### config.mk
export PLATFORM = sky130hd
export DESIGN_NAME = pebble_run_ctrl
export DESIGN_NICKNAME = d
export VERILOG_FILES = /design/src/rtl/pebble_pkg.sv /design/src/rtl/pebble_sat_counter.sv /design/src/rtl/pebble_run_ctrl.sv
export SDC_FILE = /design/constraint.sdc
export NUM_CORES = 1
export LEC_CHECK = 0
export ABC_AREA = 1
export BUFFER_PORTS_ARGS = -buffer_cell sky130_fd_sc_hd__buf_2
export CAP_MARGIN = 20
export CORE_AREA = 2 2 58 60
export DETAILED_ROUTE_END_ITERATION = 10
export DIE_AREA = 0 0 60 62
export PLACE_DENSITY = 0.74
export SLEW_MARGIN = 20
export SYNTH_ARGS = -nofsm -noshare
export SYNTH_HDL_FRONTEND = slang
export SYNTH_SLANG_ARGS = --single-unit
### constraint.sdc
create_clock -name clk -period 1.6 [get_ports clk]
set_input_delay 0.08 -clock clk [delete_from_list [all_inputs] [get_ports clk]]
set_output_delay 0.08 -clock clk [all_outputs]
set_load 0.01 [all_outputs]
### src/rtl/pebble_pkg.sv
// Shared types and defaults for the Pebble run sequencer.
package pebble_pkg;

    localparam int CNT_W_DEF = 16;

    typedef enum logic [2:0] {
        IDLE    = 3'd0,
        RST     = 3'd1,
        START   = 3'd2,
        RUN     = 3'd3,
        DONE    = 3'd4,
        TIMEOUT = 3'd5
    } run_state_t;

endpackage

### src/rtl/pebble_sat_counter.sv
// Saturating up-counter; a clear with enable restarts the count and counts the current cycle.
module pebble_sat_counter #(
    parameter int           W   = 16,
    parameter logic [W-1:0] MAX = '1
) (
    input  logic         clk,
    input  logic         reset,
    input  logic         clear,
    input  logic         enable,
    output logic [W-1:0] count
);

    always_ff @(posedge clk) begin
        if (reset) begin
            count <= '0;
        end else if (clear) begin
            count <= (enable && MAX != '0) ? W'(1) : '0;
        end else if (enable && count != MAX) begin
            count <= count + W'(1);
        end
    end

endmodule

### src/rtl/pebble_run_ctrl.sv
// Run sequencer for the Pebble core: reset, one-cycle start, count until done or timeout.
module pebble_run_ctrl
    import pebble_pkg::*;
#(
    parameter int RST_CYCLES = 2,
    parameter int CNT_W      = CNT_W_DEF,
    parameter int MAX_CYCLES = 65535
) (
    input  logic             clk,
    input  logic             reset,
    input  logic             go,
    input  logic             abort,
    input  logic             core_done,
    output logic             core_reset,
    output logic             core_start,
    output logic             busy,
    output logic             result_valid,
    output logic             timed_out,
    output logic [CNT_W-1:0] cycle_count
);

    localparam int RW = (RST_CYCLES > 1) ? $clog2(RST_CYCLES) : 1;

    run_state_t    state, next_state;
    logic [RW-1:0] rst_cnt;
    logic          cnt_clear, cnt_en;

    always_comb begin
        next_state = state;
        cnt_clear  = 1'b0;
        cnt_en     = 1'b0;
        if (abort && state != IDLE) begin
            next_state = IDLE;
            cnt_clear  = 1'b1;
        end else begin
            case (state)
                IDLE, DONE, TIMEOUT: if (go) next_state = RST;
                RST: if (rst_cnt == RW'(RST_CYCLES - 1)) next_state = START;
                START: begin
                    cnt_clear = 1'b1;
                    if (core_done) begin
                        next_state = DONE;
                    end else begin
                        cnt_en     = 1'b1;
                        next_state = RUN;
                    end
                end
                RUN: begin
                    // done beats the timeout when both land in the same cycle
                    if (core_done)                                next_state = DONE;
                    else if (cycle_count == CNT_W'(MAX_CYCLES))   next_state = TIMEOUT;
                    else                                          cnt_en     = 1'b1;
                end
                default: next_state = IDLE;
            endcase
        end
    end

    // outputs are registered from next_state so the core never sees decode glitches
    always_ff @(posedge clk) begin
        if (reset) begin
            state        <= IDLE;
            rst_cnt      <= '0;
            core_reset   <= 1'b1;
            core_start   <= 1'b0;
            busy         <= 1'b0;
            result_valid <= 1'b0;
            timed_out    <= 1'b0;
        end else begin
            state        <= next_state;
            rst_cnt      <= (state == RST) ? rst_cnt + RW'(1) : '0;
            core_reset   <= !(next_state == START || next_state == RUN);
            core_start   <= (next_state == START);
            busy         <= (next_state == RST || next_state == START || next_state == RUN);
            result_valid <= (next_state == DONE || next_state == TIMEOUT);
            timed_out    <= (next_state == TIMEOUT);
        end
    end

    pebble_sat_counter #(
        .W   (CNT_W),
        .MAX (CNT_W'(MAX_CYCLES))
    ) u_cycle_cnt (
        .clk    (clk),
        .reset  (reset),
        .clear  (cnt_clear),
        .enable (cnt_en),
        .count  (cycle_count)
    );

endmodule
# Word-level counts from Yosys, hierarchy flattened
# Cells that the tools add are included.
word_totals:
  in_bits: 5
  output_inout_bits: 21
  elab_cells: 52
  reg_bits: 25
classes:
  reduce_logical: 12
  add_sub_neg: 2
  eq_ne: 12
  mux: 17
  bitwise_logic: 1
ops:
  columns: ["operator", "n"]
  rows:
  - ["16-bit two-way mux", 2]
  - ["3-bit two-way mux", 6]
  - ["16-bit by 1-bit adder with 16-bit output, second input constant", 1]
  - ["16-bit equality test, second input constant", 1]
  - ["16-bit inequality test, second input constant", 1]
  - ["3-bit by 2-bit equality test with 1-bit output, second input constant", 4]
  - ["3-bit equality test, second input constant", 4]
  - ["3-bit case mux with 4 select lines", 1]
  - ["1-bit two-way mux", 7]
  - ["3-bit by 1-bit equality test with 1-bit output, second input constant", 2]
  - ["1-bit logical OR", 4]
  - ["3-bit zero test", 1]
  - ["3-bit nonzero test", 1]
  - ["3-bit OR reduction", 1]
  - ["1-bit logical AND", 2]
  - ["1-bit case mux with 2 select lines", 1]
  - ["2-bit nonzero test", 1]
  - ["2-bit OR reduction", 1]
  - ["1-bit adder, second input constant", 1]
  - ["1-bit zero test", 1]
  - ["1-bit inverter", 1]

# Depth between registers and ports, before layout
depth:
  word_depth: 8
  mapped_depth: 12
  ltp_nobuf: 12

# Hierarchy
# A second synthesis with hierarchy kept.
hier_totals:
  hier_cells: 227
  area_unflattened_um2: 1498.9
by_module_without_submodules:
  columns: ["mod", "area_each_um2", "instances", "cells_each", "seq_area_each_um2"]
  rows:
  - ["pebble_sat_counter", 1009.7, 1, 161, 320.3]
  - ["pebble_run_ctrl", 489.2, 1, 66, 180.2]

# Worst setup path after synthesis
# OpenSTA, ideal clock, no wires.
synth_timing:
  kind: "reg2reg"
  from: "register u_cycle_cnt.count[0]"
  to: "register u_cycle_cnt.count[14]"
  t_required_ns: 1.468
  path_buffers: 1
  t_arrival_ns: 1.559
  path_stages_with_launch: 12
  slack_ns: -0.092
  path_cell_list: "dfxtp_1 -> ha_1 -> inv_1 -> nor2_4 -> nand2_4 -> clkinv_2 -> nand2_4 -> o211ai_4 -> nand2_4 -> buf_4 -> nand2_1 -> a21oi_1"
synth_via:
  elab_chain_cells: 7
  word_cells_on_any_way: 11
synth_rtl:
  columns: ["element", "line_no", "rtl"]
  rows:
  - ["start, declared", "pebble_sat_counter.sv:10", "output logic [W-1:0] count"]
  - ["start signal, assigned", "pebble_sat_counter.sv:17", "count <= (enable && MAX != '0) ? W'(1) : '0;"]
  - ["start signal, assigned", "pebble_sat_counter.sv:19", "count <= count + W'(1);"]
  - ["16-bit equality test", "pebble_run_ctrl.sv:51", "else if (cycle_count == CNT_W'(MAX_CYCLES)) next_state = TIMEOUT;"]
  - ["1-bit two-way mux", "pebble_run_ctrl.sv:51", null]
  - ["1-bit two-way mux", "pebble_run_ctrl.sv:50", "if (core_done) next_state = DONE;"]
  - ["1-bit case mux with 2 select lines", "pebble_run_ctrl.sv:36", "case (state)"]
  - ["1-bit two-way mux", "pebble_run_ctrl.sv:32", "if (abort && state != IDLE) begin"]
  - ["1-bit logical AND", "pebble_sat_counter.sv:18", "end else if (enable && count != MAX) begin"]
  - ["2-bit nonzero test (no line)", null, null]
# Parallel ways exist; a longest one is shown, timed or not. The select of a mux whose other input is x is not followed.
# A chain may end at the register's enable or synchronous reset.

# Final worst setup path
layout_timing:
  from: "register u_cycle_cnt.count[1]"
  to: "register u_cycle_cnt.count[3]"
# The elaborated chain is that of the path after synthesis.

==> run summary <==
## Status
- run status: completed

## Worst setup path
- master of the slowest instance on the critical path: sky130_fd_sc_hd__dfxtp_4
- Most common cell on crit path: sky130_fd_sc_hd__nand2_4
- element type at the critical path end: flip-flop
- worst stage delay on the critical path: 0.39 ns
- Critical Path Start: u_cycle_cnt.count[1]
- Critical Path AT: 1.82 ns
- reg-to-reg startpoint: u_cycle_cnt.count[1]
- termination of the worst setup path: u_cycle_cnt.count[3]
- element type at the critical path start: flip-flop
- WP data required: 1.85 ns
- reg-to-reg slack, setup: 0.03 ns
- number of cells traversed by the worst register-to-register path: 10
- kind of critical path: flip-flop to flip-flop
- cells along the critical path: ha_4 -> inv_2 -> nor2_4 -> nand2_4 -> clkinv_2 -> nand2_4 -> o211ai_4 -> buf_4 -> o21ai_0 -> nor2_1
- R2R Path End: u_cycle_cnt.count[3]
- crit-path max FO: 5

## Floorplan
- die area: 0.00372 mm²
- vertical die dimension: 62 µm
- placeable core region: 0.00318 mm²
- total number of placement rows: 21
- initial core utilization: 47.1%
- I/O pins: 26
- Die X: 60 µm

## Placement
- dpl hpwl: 2810 µm
- cell count after placement: 315
- Buffers on Ports: 25
- gpl congestion: 0.913

## Clock tree
- maximum buffer depth of the clock tree: 2
- TritonCTS clock tree: built
- CTS root buf: sky130_fd_sc_hd__clkbuf_4
- clock transition at the registers of the reported paths: 0.15 ns
- TritonCTS buffer count: 3
- htree depth: 1
- CTS sink count: 25
- worst skew pair latency: 0.34 ns

## Finish
- Post-Route Utilization: 61.0%
- share of layout cells above drive strength 1: 29.5%
- layout net count: 288
- area of the multi-input gates: 912 µm²
- fin cells: 327
- footprint of the flip-flops and latches: 507 µm²
- Area growth syn-to-layout: 29.6%
- fill count: 325
- Diodes inserted: 0

## Timing
- setup clock skew after layout: 0.0158 ns
- share of the clock period used by the worst path: 98.0%
- Worst slew margin: 75.6%
- final hold violations: 0
- unrepaired setup endpoints after global routing: yes
- Total Negative Setup Slacks: 0 ns
- highest clock frequency the design can meet: 0.638 GHz
- total setup violations reported at the end of the flow: 0
- time the worst path needs with I/O delays and setup: 1.57 ns
- slew at the pin closest to its max-slew limit: 0.366 ns
- Final Max Slew Viols: 0

## Global routing
- largest net degree at the start of global routing: 18
- first-pass GRT wire length: 6220 µm
- number of antenna violations at the first check in global routing: 0
- via count of the first global-routing pass: 1424
- overall fraction of global-route tracks in use: 22.2%
- leftover overflow at the end of global routing: 0

## Power and ir drop
- internal cell power: 0.802 mW
- Comb pwr share: 18.5%
- IR Drop Worst-Case VDD: 0.553 mV
- net switching power: 0.360 mW
- PwrDens: 599 mW/mm²
- proportion of total power due to net switching: 31.0%
- leak pwr: 0.907 nW
- proportion of power drawn by flip-flops and latches: 55.8%
- clock network power share: 25.7%

## Routing
- ANT nets after route: 0
- wire length reported by the detailed router: 4120 µm
- initial DRC count: 168
- Via-to-Cell Ratio: 5.06
- total iterations of the first detailed-routing run: 4
- Remaining DRCs: 0
- via total after detailed routing: 1653
- Routed wire per std cell: 12.6 µm

## Synthesis
- Mapped Area: 0.00150 mm²
- Gate Count Post-Synth: 231
- Syn Area/Cell: 6.48 µm²
- proportion of synthesized chip area in sequential cells: 33.4%
- Post-Syn Nets: 237
- flop and latch count out of synthesis: 25
- Cell variety after synth: 27
- Yosys warning total: 0

## Job
- max-capacitance violation count: 0

## Min path
- classification of the worst-slack hold path: primary input to flip-flop

[flip-flops by register name, summed over array words and instances (netlist names)]
| register | flops |
|---|---|
| timed_out | 1 |
| core_reset | 1 |
| state | 3 |
| u_cycle_cnt.count | 16 |
| core_start | 1 |
| result_valid | 1 |
| rst_cnt | 1 |
| busy | 1 |
[what timing repair did]
item                                    in CTS  in global routing
resized for setup                            1                 17
gates cloned                                 0                  3
pin swaps                                    0                  8
hold buffers                                 0                  0
endpoints found under the setup margin       8                 17
hold endpoints to repair                     0                  0
buffers inserted                             0                  5
[cell usage after synthesis]
| cell type | instances | area, µm² |
|---|---|---|
| sky130_fd_sc_hd__nand3_1 | 19 | 95.1 |
| sky130_fd_sc_hd__o21bai_1 | 5 | 37.5 |
| sky130_fd_sc_hd__nand3_2 | 1 | 10.0 |
| sky130_fd_sc_hd__buf_4 | 2 | 15.0 |
| sky130_fd_sc_hd__xor2_1 | 4 | 35.0 |
| sky130_fd_sc_hd__o211ai_1 | 1 | 7.51 |
| sky130_fd_sc_hd__o21ai_0 | 7 | 35.0 |
| sky130_fd_sc_hd__a21oi_1 | 17 | 85.1 |
| sky130_fd_sc_hd__o22ai_1 | 1 | 6.26 |
| sky130_fd_sc_hd__nor3_1 | 3 | 15.0 |
| sky130_fd_sc_hd__nand2_1 | 62 | 233 |
| sky130_fd_sc_hd__xnor2_1 | 1 | 8.76 |
| sky130_fd_sc_hd__inv_2 | 4 | 15.0 |
| sky130_fd_sc_hd__clkinv_2 | 1 | 5.00 |
| sky130_fd_sc_hd__nor2_1 | 37 | 139 |
| sky130_fd_sc_hd__nand2_4 | 3 | 33.8 |
| sky130_fd_sc_hd__buf_2 | 2 | 10.0 |
| sky130_fd_sc_hd__nand4_1 | 3 | 18.8 |
| sky130_fd_sc_hd__nor2_4 | 3 | 33.8 |
| sky130_fd_sc_hd__nand2_2 | 2 | 12.5 |
| sky130_fd_sc_hd__a211oi_1 | 1 | 7.51 |
| sky130_fd_sc_hd__buf_8 | 1 | 15.0 |
| sky130_fd_sc_hd__clkbuf_1 | 2 | 7.51 |
| sky130_fd_sc_hd__ha_1 | 1 | 12.5 |
| sky130_fd_sc_hd__dfxtp_1 | 25 | 500 |
| sky130_fd_sc_hd__inv_1 | 22 | 82.6 |
| sky130_fd_sc_hd__o211ai_4 | 1 | 21.3 |
[layout by cell type (no fill, tap or decap), drive strengths merged]
master  synthesis  layout
a211oi          1       1
a21oi          17      17
buf             5      51
clkbuf          2       3
clkinv          1       2
dfxtp          25      25
ha              1       1
inv            26      26
nand2          67      68
nand3          20      20
nand4           3       3
nor2           40      40
nor3            3       3
o211ai          2       3
o21ai           7       7
o21bai          5       5
o22ai           1       1
xnor2           1       1
xor2            4       4
[worst min-delay path by stage]
| stage | cells past startpoint | end | slack, ns | startpoint |
|---|---|---|---|---|
| floorplan | 2 | core_start | 0.32 | abort |
| finish | 2 | rst_cnt | 0.12 | reset |
| CTS | 4 | timed_out | 0.11 | abort |
| detailed placement | 1 | core_start | 0.47 | core_start |
| global placement | 2 | rst_cnt | 0.46 | reset |
| global route | 2 | rst_cnt | 0.14 | reset |
[critical path, delay by kind of cell, from the launching register on]
family / cells / cell delay [ns]
fa+ha+maj: 1 / 0.16
buf+inv: 3 / 0.31
compound gates: 2 / 0.31
simple gates: 4 / 0.32
flops: 1 / 0.39
[cell families after synthesis]
family / count (synthesis) / share of synthesized area, %
compound gates: 33 / 13.4
xor+xnor: 5 / 2.92
fa+ha+maj: 1 / 0.835
buf+inv: 34 / 10.0
flops: 25 / 33.4
simple gates: 133 / 39.4
[stage by stage]
step,cell area (µm²),total power [mW],hold WS (ns),worst slack [ns]
CTS,1820,1.12,0.112,0.0171
detailed placement,1790,0.837,0.474,0.0251
global route,1940,1.21,0.139,-0.0207
global placement,1790,0.835,0.459,0.0708
finish,1940,1.16,0.119,0.0318
floorplan,1500,0.791,0.321,0.0229
[power by group through the flow]
stage	Clock [mW]	Combinational [mW]	Sequential (mW)
floorplan	0	0.127	0.665
global placement	0	0.172	0.663
detailed placement	0	0.174	0.663
CTS	0.301	0.175	0.649
global route	0.323	0.233	0.652
finish	0.298	0.216	0.649
[final cells by class]
| cell class | instances | area share [%] |
|---|---|---|
| tap | 46 | 2.97 |
| sequential | 25 | 26.1 |
| multi-input combinational | 174 | 47.0 |
| inverter | 27 | 5.42 |
| clock buffer | 3 | 1.16 |
| timing repair buffer | 51 | 17.1 |
| clock inverter | 1 | 0.258 |
[per-layer routing]
metal  up-vias  share of wire [%]  global-route usage (%)
met1       752                 42                    28.1
met2        53                 50                    38.0
li1        838                  -                       -
met3        10                5.5                    2.69
met5         -                  0                       0
met4         0                2.4                    9.52
No activity file was read; power rests on OpenSTA's default activity.
